[config.mk]
export PLATFORM = sky130hd
export DESIGN_NAME = aucohl_uart_tx
export DESIGN_NICKNAME = d
export VERILOG_FILES = /design/src/rtl/aucohl_uart_pkg.sv /design/src/rtl/aucohl_uart_baud.sv /design/src/rtl/aucohl_uart_tx.sv
export SDC_FILE = /design/constraint.sdc
export NUM_CORES = 1
export LEC_CHECK = 0
export BUFFER_PORTS_ARGS = -buffer_cell sky130_fd_sc_hd__buf_4
export CAP_MARGIN = 10
export CORE_MARGIN = 3
export CORE_UTILIZATION = 55
export CTS_CLUSTER_DIAMETER = 60
export DETAILED_ROUTE_END_ITERATION = 7
export PLACE_DENSITY_LB_ADDON = 0.1
export SLEW_MARGIN = 40
export SYNTH_ARGS = -nofsm -noshare
export SYNTH_HDL_FRONTEND = slang
export SYNTH_HIERARCHICAL = 1
export SYNTH_SLANG_ARGS = --single-unit
[constraint.sdc]
create_clock -name clk -period 5.27 [get_ports clk]
set_input_delay 1.054 -clock clk [delete_from_list [all_inputs] [get_ports clk]]
set_output_delay 1.054 -clock clk [all_outputs]
set_load 0.05 [all_outputs]
[src/rtl/aucohl_uart_pkg.sv]
`default_nettype none
// ============================================================================
// Module      : aucohl_uart_pkg
// Description : Shared UART types, state encoding, frame constants and parity.
// Revision    : 1.0 - initial release
// ============================================================================
package aucohl_uart_pkg;

    localparam logic [2:0] C_ST_IDLE   = 3'd0;
    localparam logic [2:0] C_ST_START  = 3'd1;
    localparam logic [2:0] C_ST_DATA   = 3'd2;
    localparam logic [2:0] C_ST_PARITY = 3'd3;
    localparam logic [2:0] C_ST_STOP   = 3'd4;

    typedef enum logic [2:0] {
        S_IDLE   = C_ST_IDLE,
        S_START  = C_ST_START,
        S_DATA   = C_ST_DATA,
        S_PARITY = C_ST_PARITY,
        S_STOP   = C_ST_STOP
    } state_t;

    localparam int C_MIN_DW        = 5;
    localparam int C_MAX_DW        = 8;
    localparam int C_START_BITS    = 1;
    localparam int C_MIN_STOP_BITS = 1;

    // Frame length in bit periods; multiply by (prescale+1) for clk cycles.
    function automatic int frame_bits(input int dw, input logic par_en, input logic stop2);
        return C_START_BITS + dw + int'(par_en) + C_MIN_STOP_BITS + int'(stop2);
    endfunction

    // Narrower words are zero-extended by the caller; that leaves the XOR unchanged.
    function automatic logic parity_bit(input logic [C_MAX_DW-1:0] data, input logic odd);
        return (^data) ^ odd;
    endfunction

endpackage
`default_nettype wire

[src/rtl/aucohl_uart_baud.sv]
`default_nettype none
// ============================================================================
// Module      : aucohl_uart_baud
// Description : Bit-period down-counter with synchronous reload and bit_end strobe.
// Revision    : 1.0 - initial release
// ============================================================================
module aucohl_uart_baud #(
    parameter int PW = 16
) (
    input  logic          clk,
    input  logic          rst,
    input  logic          reload,
    input  logic [PW-1:0] load_val,
    output logic          bit_end
);

    logic [PW-1:0] r_cnt;

    always_ff @(posedge clk) begin
        if (rst) begin
            r_cnt <= '0;
        end else if (reload) begin
            r_cnt <= load_val;
        end else if (r_cnt != '0) begin
            r_cnt <= r_cnt - PW'(1);
        end
    end

    assign bit_end = (r_cnt == '0);

endmodule
`default_nettype wire

[src/rtl/aucohl_uart_tx.sv]
`default_nettype none
// ============================================================================
// Module      : aucohl_uart_tx
// Description : UART transmitter draining a fall-through FIFO, one pop per frame.
// Revision    : 1.0 - initial release
// ============================================================================
module aucohl_uart_tx
    import aucohl_uart_pkg::*;
#(
    parameter int DW = 8,
    parameter int PW = 16
) (
    input  logic          clk,
    input  logic          rst,
    input  logic          en,
    input  logic [PW-1:0] prescale,
    input  logic          parity_en,
    input  logic          parity_odd,
    input  logic          stop2,
    input  logic          fifo_empty,
    input  logic [DW-1:0] fifo_rdata,
    output logic          fifo_rd,
    output logic          tx,
    output logic          busy,
    output logic          done
);

    localparam int              C_IW       = $clog2(DW);
    localparam logic [C_IW-1:0] C_LAST_IDX = C_IW'(DW - 1);

    state_t          r_state;
    state_t          w_state_next;
    logic [DW-1:0]   r_shift;
    logic [DW-1:0]   w_shift_next;
    logic [C_IW-1:0] r_idx;
    logic [C_IW-1:0] w_idx_next;
    logic            r_stop_cnt;
    logic            w_stop_cnt_next;
    logic            r_par_en;
    logic            r_stop2;
    logic            r_par_bit;
    logic [PW-1:0]   r_prescale;
    logic            r_tx;
    logic            w_tx_next;

    logic            w_bit_end;
    logic            w_active;
    logic            w_last;
    logic            w_pop;
    logic            w_reload;
    logic [PW-1:0]   w_load_val;

    assign w_active = (r_state != S_IDLE);
    assign w_last   = (r_state == S_STOP) & w_bit_end & (~r_stop2 | r_stop_cnt);
    // Reset gates the pop so no word is consumed in a cycle that is about to be discarded.
    assign w_pop    = en & ~fifo_empty & ~rst & ((r_state == S_IDLE) | w_last);

    // On a pop the live prescale is used so the first bit already runs at the new rate.
    assign w_reload   = w_pop | (w_active & w_bit_end);
    assign w_load_val = w_pop ? prescale : r_prescale;

    aucohl_uart_baud #(
        .PW (PW)
    ) u_baud (
        .clk      (clk),
        .rst      (rst),
        .reload   (w_reload),
        .load_val (w_load_val),
        .bit_end  (w_bit_end)
    );

    always_comb begin
        w_state_next    = r_state;
        w_shift_next    = r_shift;
        w_idx_next      = r_idx;
        w_stop_cnt_next = r_stop_cnt;

        case (r_state)
            S_IDLE: begin
                if (w_pop) begin
                    w_state_next = S_START;
                end
            end
            S_START: begin
                if (w_bit_end) begin
                    w_state_next = S_DATA;
                    w_idx_next   = '0;
                end
            end
            S_DATA: begin
                if (w_bit_end) begin
                    w_shift_next = r_shift >> 1;
                    if (r_idx == C_LAST_IDX) begin
                        w_idx_next   = '0;
                        w_state_next = r_par_en ? S_PARITY : S_STOP;
                    end else begin
                        w_idx_next = r_idx + C_IW'(1);
                    end
                end
            end
            S_PARITY: begin
                if (w_bit_end) begin
                    w_state_next = S_STOP;
                end
            end
            S_STOP: begin
                if (w_bit_end) begin
                    if (r_stop2 && !r_stop_cnt) begin
                        w_stop_cnt_next = 1'b1;
                    end else begin
                        w_stop_cnt_next = 1'b0;
                        w_state_next    = w_pop ? S_START : S_IDLE;
                    end
                end
            end
            default: begin
                w_state_next = S_IDLE;
            end
        endcase

        if (w_pop) begin
            w_shift_next = fifo_rdata;
        end

        // tx is registered, so it follows the state being entered.
        case (w_state_next)
            S_START:  w_tx_next = 1'b0;
            S_DATA:   w_tx_next = w_shift_next[0];
            S_PARITY: w_tx_next = r_par_bit;
            default:  w_tx_next = 1'b1;
        endcase
    end

    always_ff @(posedge clk) begin
        if (rst) begin
            r_state <= S_IDLE;
        end else begin
            r_state <= w_state_next;
        end
    end

    always_ff @(posedge clk) begin
        if (rst) begin
            r_shift    <= '0;
            r_idx      <= '0;
            r_stop_cnt <= 1'b0;
            r_par_en   <= 1'b0;
            r_stop2    <= 1'b0;
            r_par_bit  <= 1'b0;
            r_prescale <= '0;
            r_tx       <= 1'b1;
        end else begin
            r_shift    <= w_shift_next;
            r_idx      <= w_idx_next;
            r_stop_cnt <= w_stop_cnt_next;
            r_tx       <= w_tx_next;
            if (w_pop) begin
                r_par_en   <= parity_en;
                r_stop2    <= stop2;
                r_prescale <= prescale;
                r_par_bit  <= parity_bit(C_MAX_DW'(fifo_rdata), parity_odd);
            end
        end
    end

    assign fifo_rd = w_pop;
    assign tx      = r_tx;
    assign busy    = w_active;
    assign done    = w_last;

endmodule
`default_nettype wire

Word-level counts from Yosys, hierarchy flattened
Cells that the tools add are included.

Flip-flop bits (word level): 51. Input bits: 31. Output and inout port bits: 4. Word-level logic and storage cells: 72.

Add/sub/neg operators: 2. Equality and inequality tests: 10. Multiplexer cells: 22. Bitwise logic cells: 13. Reduce and logical (&&, ||, !) cells: 14.

Operators by type and width (count): $mux 16 (3); $mux 3 (11); $mux 8 (3); $logic_not 16->1 (1); $reduce_bool 16->1 (1); $sub 16x1->16 const B (1); $pmux 3 s5 (1); $eq 3x2->1 const B (4); $reduce_bool 2->1 (4); $reduce_xor 8->1 (1); $and 1x1->1 (6); $eq 3x1->1 const B (2); $eq 3x3->1 const B (2); $pmux 3 s2 (1); $ne 2x2->1 const B (2); $reduce_and 2->1 (2); $add 3x1->3 const B (1); $logic_not 3->1 (1); $not 1->1 (3); $or 1x1->1 (3); $pmux 1 s3 (1); $reduce_and 3->1 (1); $reduce_bool 3->1 (1); $mux 1 (2); other kinds (3) (3).

Depth between registers and ports, before layout
Gate-level depths: netlist of the first run.

Word-level depth: 11. Depth in mapped cells: 14. Depth with buffers taken out: 12.

Cells and area by module
Netlist of the first run, hierarchy kept.

Modules (own cells, without submodules): aucohl_uart_tx (instances 1, cells each 164, area an instance 1661.6 sq um, seq. area each 700.7 sq um); aucohl_uart_baud (instances 1, cells each 116, area an instance 964.7 sq um, seq. area each 320.3 sq um).

Worst setup path after synthesis of the first run
OpenSTA, ideal clock, no wires.

Kind: register to output. Start: reg u_baud.r_cnt[0]. End: out fifo_rd. Arrival time: 3.096 ns. Path slack: 1.120 ns. Stages on the path, launching flop included: 12. Buffers on the path: 2. Cells stage by stage: dfxtp_1 inv_1 ha_1 or3b_2 or4_4 nor2_1 inv_2 o21a_1 or2_1 buf_6 buf_4 inv_1.

Longest elaborated chain between the ends: 5.

Ends and longest elaborated chain: from (decl) (line aucohl_uart_baud.sv:17) `logic [PW-1:0] r_cnt;`; from (signal assigned) (line aucohl_uart_baud.sv:23) `r_cnt <= load_val;`; from (signal assigned) (line aucohl_uart_baud.sv:25) `r_cnt <= r_cnt - PW'(1);`; $logic_not 16->1 (line aucohl_uart_baud.sv:29) `assign bit_end = (r_cnt == '0);`; net w_bit_end (line aucohl_uart_tx.sv:46) `logic w_bit_end;`; $and 1x1->1 (2 in series) (line aucohl_uart_tx.sv:54) `assign w_last = (r_state == S_STOP) & w_bit_end & (~r_stop2 | r_stop_cnt);`; $or 1x1->1 (line aucohl_uart_tx.sv:56) `assign w_pop = en & ~fifo_empty & ~rst & ((r_state == S_IDLE) | w_last);`; $and 1x1->1 (line aucohl_uart_tx.sv:56); to (decl) (line aucohl_uart_tx.sv:22) `output logic fifo_rd,`.

The timed path passes the listed nets, and every way through them passes these cells.

Worst setup path in the final report of the first run
Ends and elaborated chain as after synthesis.

==> results.ini, run 1 <==
[power]
p_per_area_mw_per_mm2 = 451
vdd_ir_drop_max_mv = 0.250
p_switching_mw = 0.524
power.internal_mw = 0.816
power_mw = 1.34
pwr-share-comb_pct = 44.5
p_seq_share_pct = 38.3
leakagePower_nw = 1.18
p_clk_share_pct = 17.2
switching_share_pct = 39.1

[grt]
grt_max_degree = 48
grt_pass1_wl_um = 8760
grt_antenna_before_repair = 0
track_usage_pct = 20.2
first_global_vias = 1935
grt_overflow = 0

[finish]
fillers = 389
antenna_cells = 0
regArea_mm2 = 0.00102
area.growth.synth_to_final_pct = 13.1
drive_above_1_share_pct = 23.7
nets = 341
multi_input_area_mm2 = 0.00150

[place]
io_buffers = 34
gp_congestion = 0.815
pre_cts_ws_ns = 1.23
hpwl_um = 3670

[clocking]
post_cts_resized = 0
cts_tree = yes
root_buffer = clkbuf_8
postCtsSetupRepairBufs = 0
holdBufCountCts = 0
numCtsBuffers = 5
ctsHtreeMaxLevel = 2
cts_max_path_buffers = 2
insertion_delay_ns = 0.31
cts.clk_slew.worst_paths_ns = 0.09
cts.sinks = 51

[worst_setup_path]
crit_path_max_incr_delay_ns = 0.59
worst-path-stages = 10
critPathKind = flip-flop to output pin
critPathCapture = fifo_rd
crit_path_frequent_cell = inv_1
startpoint_type = flip-flop
worstPathMaxFanout = 8
required_ns = 4.22
cp-end-kind = output pin
crit_chain = inv_1 -> ha_1 -> or3b_2 -> or4_4 -> nor2_1 -> inv_2 -> o21a_1 -> or2_1 -> inv_1 -> buf_4
cpMaxStageDelayCell = or4_4
startpoint = u_baud/r_cnt[0]$_SDFFE_PP0P_
cp.arrival_ns = 3.33
rr_startpoint = u_baud/r_cnt[0]$_SDFFE_PP0P_
ff2ff_setup_slack_ns = 1.43
reg2reg_to = u_baud/r_cnt[14]$_SDFFE_PP0P_
r2r_cells = 12
critPathBufInv = 4
critPathTopFamily = simple AND/OR/NAND/NOR gates

[route]
viasPerCell = 5.76
remaining_drc_errors = 0
wl_per_cell_um = 14.2
ant_nets = 0
routed_wl_um = 5120
vias = 2072
drt_iter0_drc = 103
drt-pass1-iter-count = 4

[logic_synthesis]
ys_seq_area_share_pct = 38.9
synthCells = 280
synth_top_area_share_pct = 38.9
syn_area_per_cell_um2 = 9.38
ys_seq_elements = 51
synthTopCellsByArea = dfxtp_1 39%, mux2_4 5.7%, nor2b_1 5.0%, xnor2_1 4.3%, nand2_1 3.6%
yosysUniqueCellTypes = 57
synth_ff_type = dfxtp_1
ys_async_sr_fraction_pct = 0
synth.net_count = 314
synth_edf_count = 0
yosysWarnings = 6
yosysTopAreaCell = dfxtp_1
synth_area_mm2 = 0.00263

[timing]
fin_crit_ns = 4.38
setup_viol = 0
hold_viol = 0
rsz0062_at_grt = false
fin_crit_sh_pct = 83.2
whs_ns = 0.453
fin_ws_ns = 0.887
worst_pin_slew_ns = 0.640
clock_skew_ns = 0.00782
fin_setup_tns_ns = 0
finalMaxSlewViolations = 0
fmax_ghz = 0.228
slew_headroom_pct = 57.0

[die]
ios = 35
rows = 24
dieArea_mm2 = 0.00564
die_y_um = 75.1
die_w_um = 75.1
core_mm2 = 0.00447
start_util_pct = 58.7

[status]
status = finished clean

[min_path]
hold_class = flip-flop to flip-flop

[job]
drv_cap = 0

==> cells in the mapped netlist (4+ instances only) <==
library cell  number
dfxtp_1           51
nand2_1           25
nor2_1            24
nor2b_1           21
xnor2_1           13
a21oi_1           12
mux2_4            10
mux2i_1            8
nor3_1             8
o21ai_0            8
a211oi_1           7
clkbuf_1           7
mux2_2             7
inv_1              5
a22oi_1            4
buf_2              4
nand3_1            4
==> placed cells by master (no fill, tap or decap), types with 5 or more instances in the layout <==
cell and count:
xnor2_1 13, clkbuf_8 5, a211oi_1 7, inv_1 5
nor2_1 24, o21ai_0 8, nor3_1 8, mux2_2 7
nand2_1 25, nor2b_1 21, buf_4 36, dfxtp_1 51
mux2_4 10, a21oi_1 12, mux2i_1 8
==> how the worst min path moves through the flow <==
| stage | to | slack (ns) | startpoint | cells after the start |
|---|---|---|---|---|
| 2_1_floorplan | r_stop2$_SDFFE_PP0N_ | 0.43 | r_stop2$_SDFFE_PP0N_ | 2 |
| 3_3_place_gp | r_stop2$_SDFFE_PP0N_ | 0.44 | r_stop2$_SDFFE_PP0N_ | 2 |
| 3_5_place_dp | r_stop2$_SDFFE_PP0N_ | 0.44 | r_stop2$_SDFFE_PP0N_ | 2 |
| 4_1_cts | r_stop2$_SDFFE_PP0N_ | 0.46 | r_stop2$_SDFFE_PP0N_ | 2 |
| 5_1_grt | r_stop2$_SDFFE_PP0N_ | 0.50 | r_stop2$_SDFFE_PP0N_ | 2 |
| 6_report | r_stop2$_SDFFE_PP0N_ | 0.45 | r_stop2$_SDFFE_PP0N_ | 2 |
==> cells by family after synthesis <==
kind of cell	count (synthesis)	share of synthesized area [%]
simple gates	105	22.4
compound gates	58	15.3
flops	51	38.9
mux	25	11.8
buf+inv	22	4.34
xor+xnor	16	5.86
fa+ha+maj	3	1.43
==> power by group through the flow <==
stage                     registers [mW]  logic [mW]  clock network [mW]
after floorplan                    0.508       0.500                   0
after global placement             0.518       0.581                   0
after detailed placement           0.521       0.593                   0
after CTS                          0.513       0.596               0.239
after global routing               0.524       0.659               0.258
final                              0.514       0.596               0.230
==> metal layers <==
metal	track usage (%)	part of all wire [%]
met5	0	0
met1	28.8	49
met4	6.52	1.4
met2	30.6	45
met3	4.14	4.2
==> worst register-to-register path, cell delays in order (launching register included) <==
cell      delay, ns
dfxtp_1        0.34
inv_1          0.08
ha_1           0.19
or3b_2         0.53
or4_4          0.59
nor2_1         0.37
inv_2          0.09
o21a_1         0.20
or2_1          0.24
buf_4          0.28
mux2_4         0.37
a221oi_1       0.25
and4b_1        0.22
==> sequential cells by signal, summed over array words and instances, names as in the netlist <==
| signal | flops |
|---|---|
| r_prescale | 16 |
| r_par_bit | 1 |
| r_stop_cnt | 1 |
| r_state | 3 |
| r_idx | 3 |
| tx | 1 |
| r_stop2 | 1 |
| r_shift | 8 |
| u_baud/r_cnt | 16 |
| r_par_en | 1 |
==> metrics by stage <==
stage               utilization (%)  cell area [um^2]  cells
floorplan                         -              2630    280
global placement               64.1              2870    352
detailed placement             64.3              2880    352
CTS                            66.4              2970    360
global route                   66.4              2970    360
finish                         66.4              2970    360
==> final cells by class <==
class	count	area share (%)
clock buffers	5	2.32
clock inverters	3	0.801
inverters	6	0.759
multi-input cells	207	50.4
flip-flops and latches	51	34.4
well taps	52	2.19
repair buffers	36	9.10
Power figures use the tool's default switching activity.
==> inputs of run 2 (changes only) <==
==> constraint.sdc (replaced) <==
create_clock -name clk -period 4.5 [get_ports clk]
set_input_delay 0.9 -clock clk [delete_from_list [all_inputs] [get_ports clk]]
set_output_delay 0.9 -clock clk [all_outputs]
set_load 0.05 [all_outputs]
==> run 2 against run 1 <==
Against the previous run:
- combinational power is 19% higher
- flip-flop and latch count stayed put
- non-clock buffer count is 1 higher
- cell count is 0.28% higher
- register-to-register slack worse by 0.64 ns
- largest power group unchanged
==> results.ini, run 2 (synthesis gave the netlist of run 1 again) <==
[status]
status = finished clean

[worst_setup_path]
rr_startpoint = u_baud/r_cnt[0]$_SDFFE_PP0P_
required_ns = 3.60
r2r_cells = 13
startpoint = u_baud/r_cnt[0]$_SDFFE_PP0P_
cp-end-kind = output pin
critPathKind = flip-flop to output pin
startpoint_type = flip-flop
cp.arrival_ns = 3.17
worstPathMaxFanout = 8
reg2reg_to = u_baud/r_cnt[14]$_SDFFE_PP0P_
ff2ff_setup_slack_ns = 0.79

[route]
viasPerCell = 5.71
drt-pass1-iter-count = 4
vias = 2063
routed_wl_um = 5150
wl_per_cell_um = 14.3
drt_iter0_drc = 119
ant_nets = 0
remaining_drc_errors = 0

[clocking]
numCtsBuffers = 5
cts.clk_slew.worst_paths_ns = 0.09
cts.sinks = 51
root_buffer = clkbuf_8
postCtsSetupRepairBufs = 0
post_cts_resized = 0
insertion_delay_ns = 0.30
holdBufCountCts = 0
cts_tree = yes
cts_max_path_buffers = 2
ctsHtreeMaxLevel = 2

[min_path]
hold_depth = 2
worstHoldEndpoint = r_stop2$_SDFFE_PP0N_
hp-start = r_stop2$_SDFFE_PP0N_
hold_class = flip-flop to flip-flop

[finish]
drive_above_1_share_pct = 23.6
multi_input_area_mm2 = 0.00150
area.growth.synth_to_final_pct = 13.6
fillers = 379
layout_commonest_cell = dfxtp_1
reg.largest.list = r_prescale x16, u_baud/r_cnt x16, r_shift x8
regArea_mm2 = 0.00102
nets = 342
antenna_cells = 0
layout_common_cells = 51 x dfxtp_1, 37 x buf_4, 25 x nand2_1, 24 x nor2_1, 21 x nor2b_1

[timing]
fin_setup_tns_ns = 0
fin_crit_ns = 4.07
finalMaxSlewViolations = 0
rsz0062_at_grt = false
hold_viol = 0
worst_pin_slew_ns = 0.634
fmax_ghz = 0.246
clock_skew_ns = 0.00654
slew_headroom_pct = 57.4
setup_viol = 0
fin_crit_sh_pct = 90.5

[power]
power_mw = 1.59
leakagePower_nw = 1.20
p_per_area_mw_per_mm2 = 533
vdd_ir_drop_max_mv = 0.278

[job]
drv_cap = 0

[die]
rows = 24
start_util_pct = 58.7
die_y_um = 75.1
core_mm2 = 0.00447
die_w_um = 75.1
dieArea_mm2 = 0.00564
ios = 35

[grt]
first_global_vias = 1932
grt_pass1_wl_um = 8740
track_usage_pct = 20.0
grt_antenna_before_repair = 0
grt_overflow = 0
grt_max_degree = 48

[place]
gp_congestion = 0.783
io_buffers = 34
hpwl_um = 3630

-- run 2: through the flow --
stage	cells	setup slack (ns)	cell area, um^2	util [%]	hold slack, ns
3_3_place_gp	353	0.812	2880	64.3	0.441
6_report	361	0.428	2980	66.7	0.455
4_1_cts	361	0.408	2980	66.7	0.461
5_1_grt	361	0.258	2980	66.7	0.488
3_5_place_dp	353	0.750	2880	64.5	0.448
2_1_floorplan	280	0.504	2630	-	0.432
-- run 2: worst max-delay path by stage --
stage	slack [ns]	end	depth (start not counted)
CTS	0.41	fifo_rd	11
global route	0.26	fifo_rd	11
floorplan	0.50	fifo_rd	11
detailed placement	0.75	fifo_rd	11
global placement	0.81	fifo_rd	11
finish	0.43	fifo_rd	11
-- run 2: final cells by class --
| class | instances | share of cell area (%) |
|---|---|---|
| multi-input cells | 207 | 50.2 |
| flip-flops and latches | 51 | 34.2 |
| inverters | 6 | 0.755 |
| clock buffers | 8 | 3.35 |
| well taps | 52 | 2.18 |
| repair buffers | 37 | 9.31 |
-- run 2: critical path: stages, from the launching register on --
cell,delay (ns)
dfxtp_1,0.34
inv_1,0.08
ha_1,0.19
or3b_2,0.53
or4_4,0.59
nor2_1,0.11
buf_4,0.15
inv_2,0.04
o21a_1,0.18
or2_1,0.24
inv_1,0.18
buf_4,0.24
-- run 2: power breakdown --
part	leakage, nW	total, mW	internal, mW	switching, mW
combinational	0.734	0.708	0.326	0.382
sequential	0.416	0.603	0.526	0.0773
clock	0.0515	0.281	0.140	0.140
total	1.20	1.59	0.992	0.600
-- run 2: per-layer routing --
metal,up-vias,wire (um),track usage [%]
li1,1057,-,-
met1,941,2550,28.1
met2,58,2280,30.6
met3,7,253,4.81
met4,0,61,5.34
met5,-,0,0
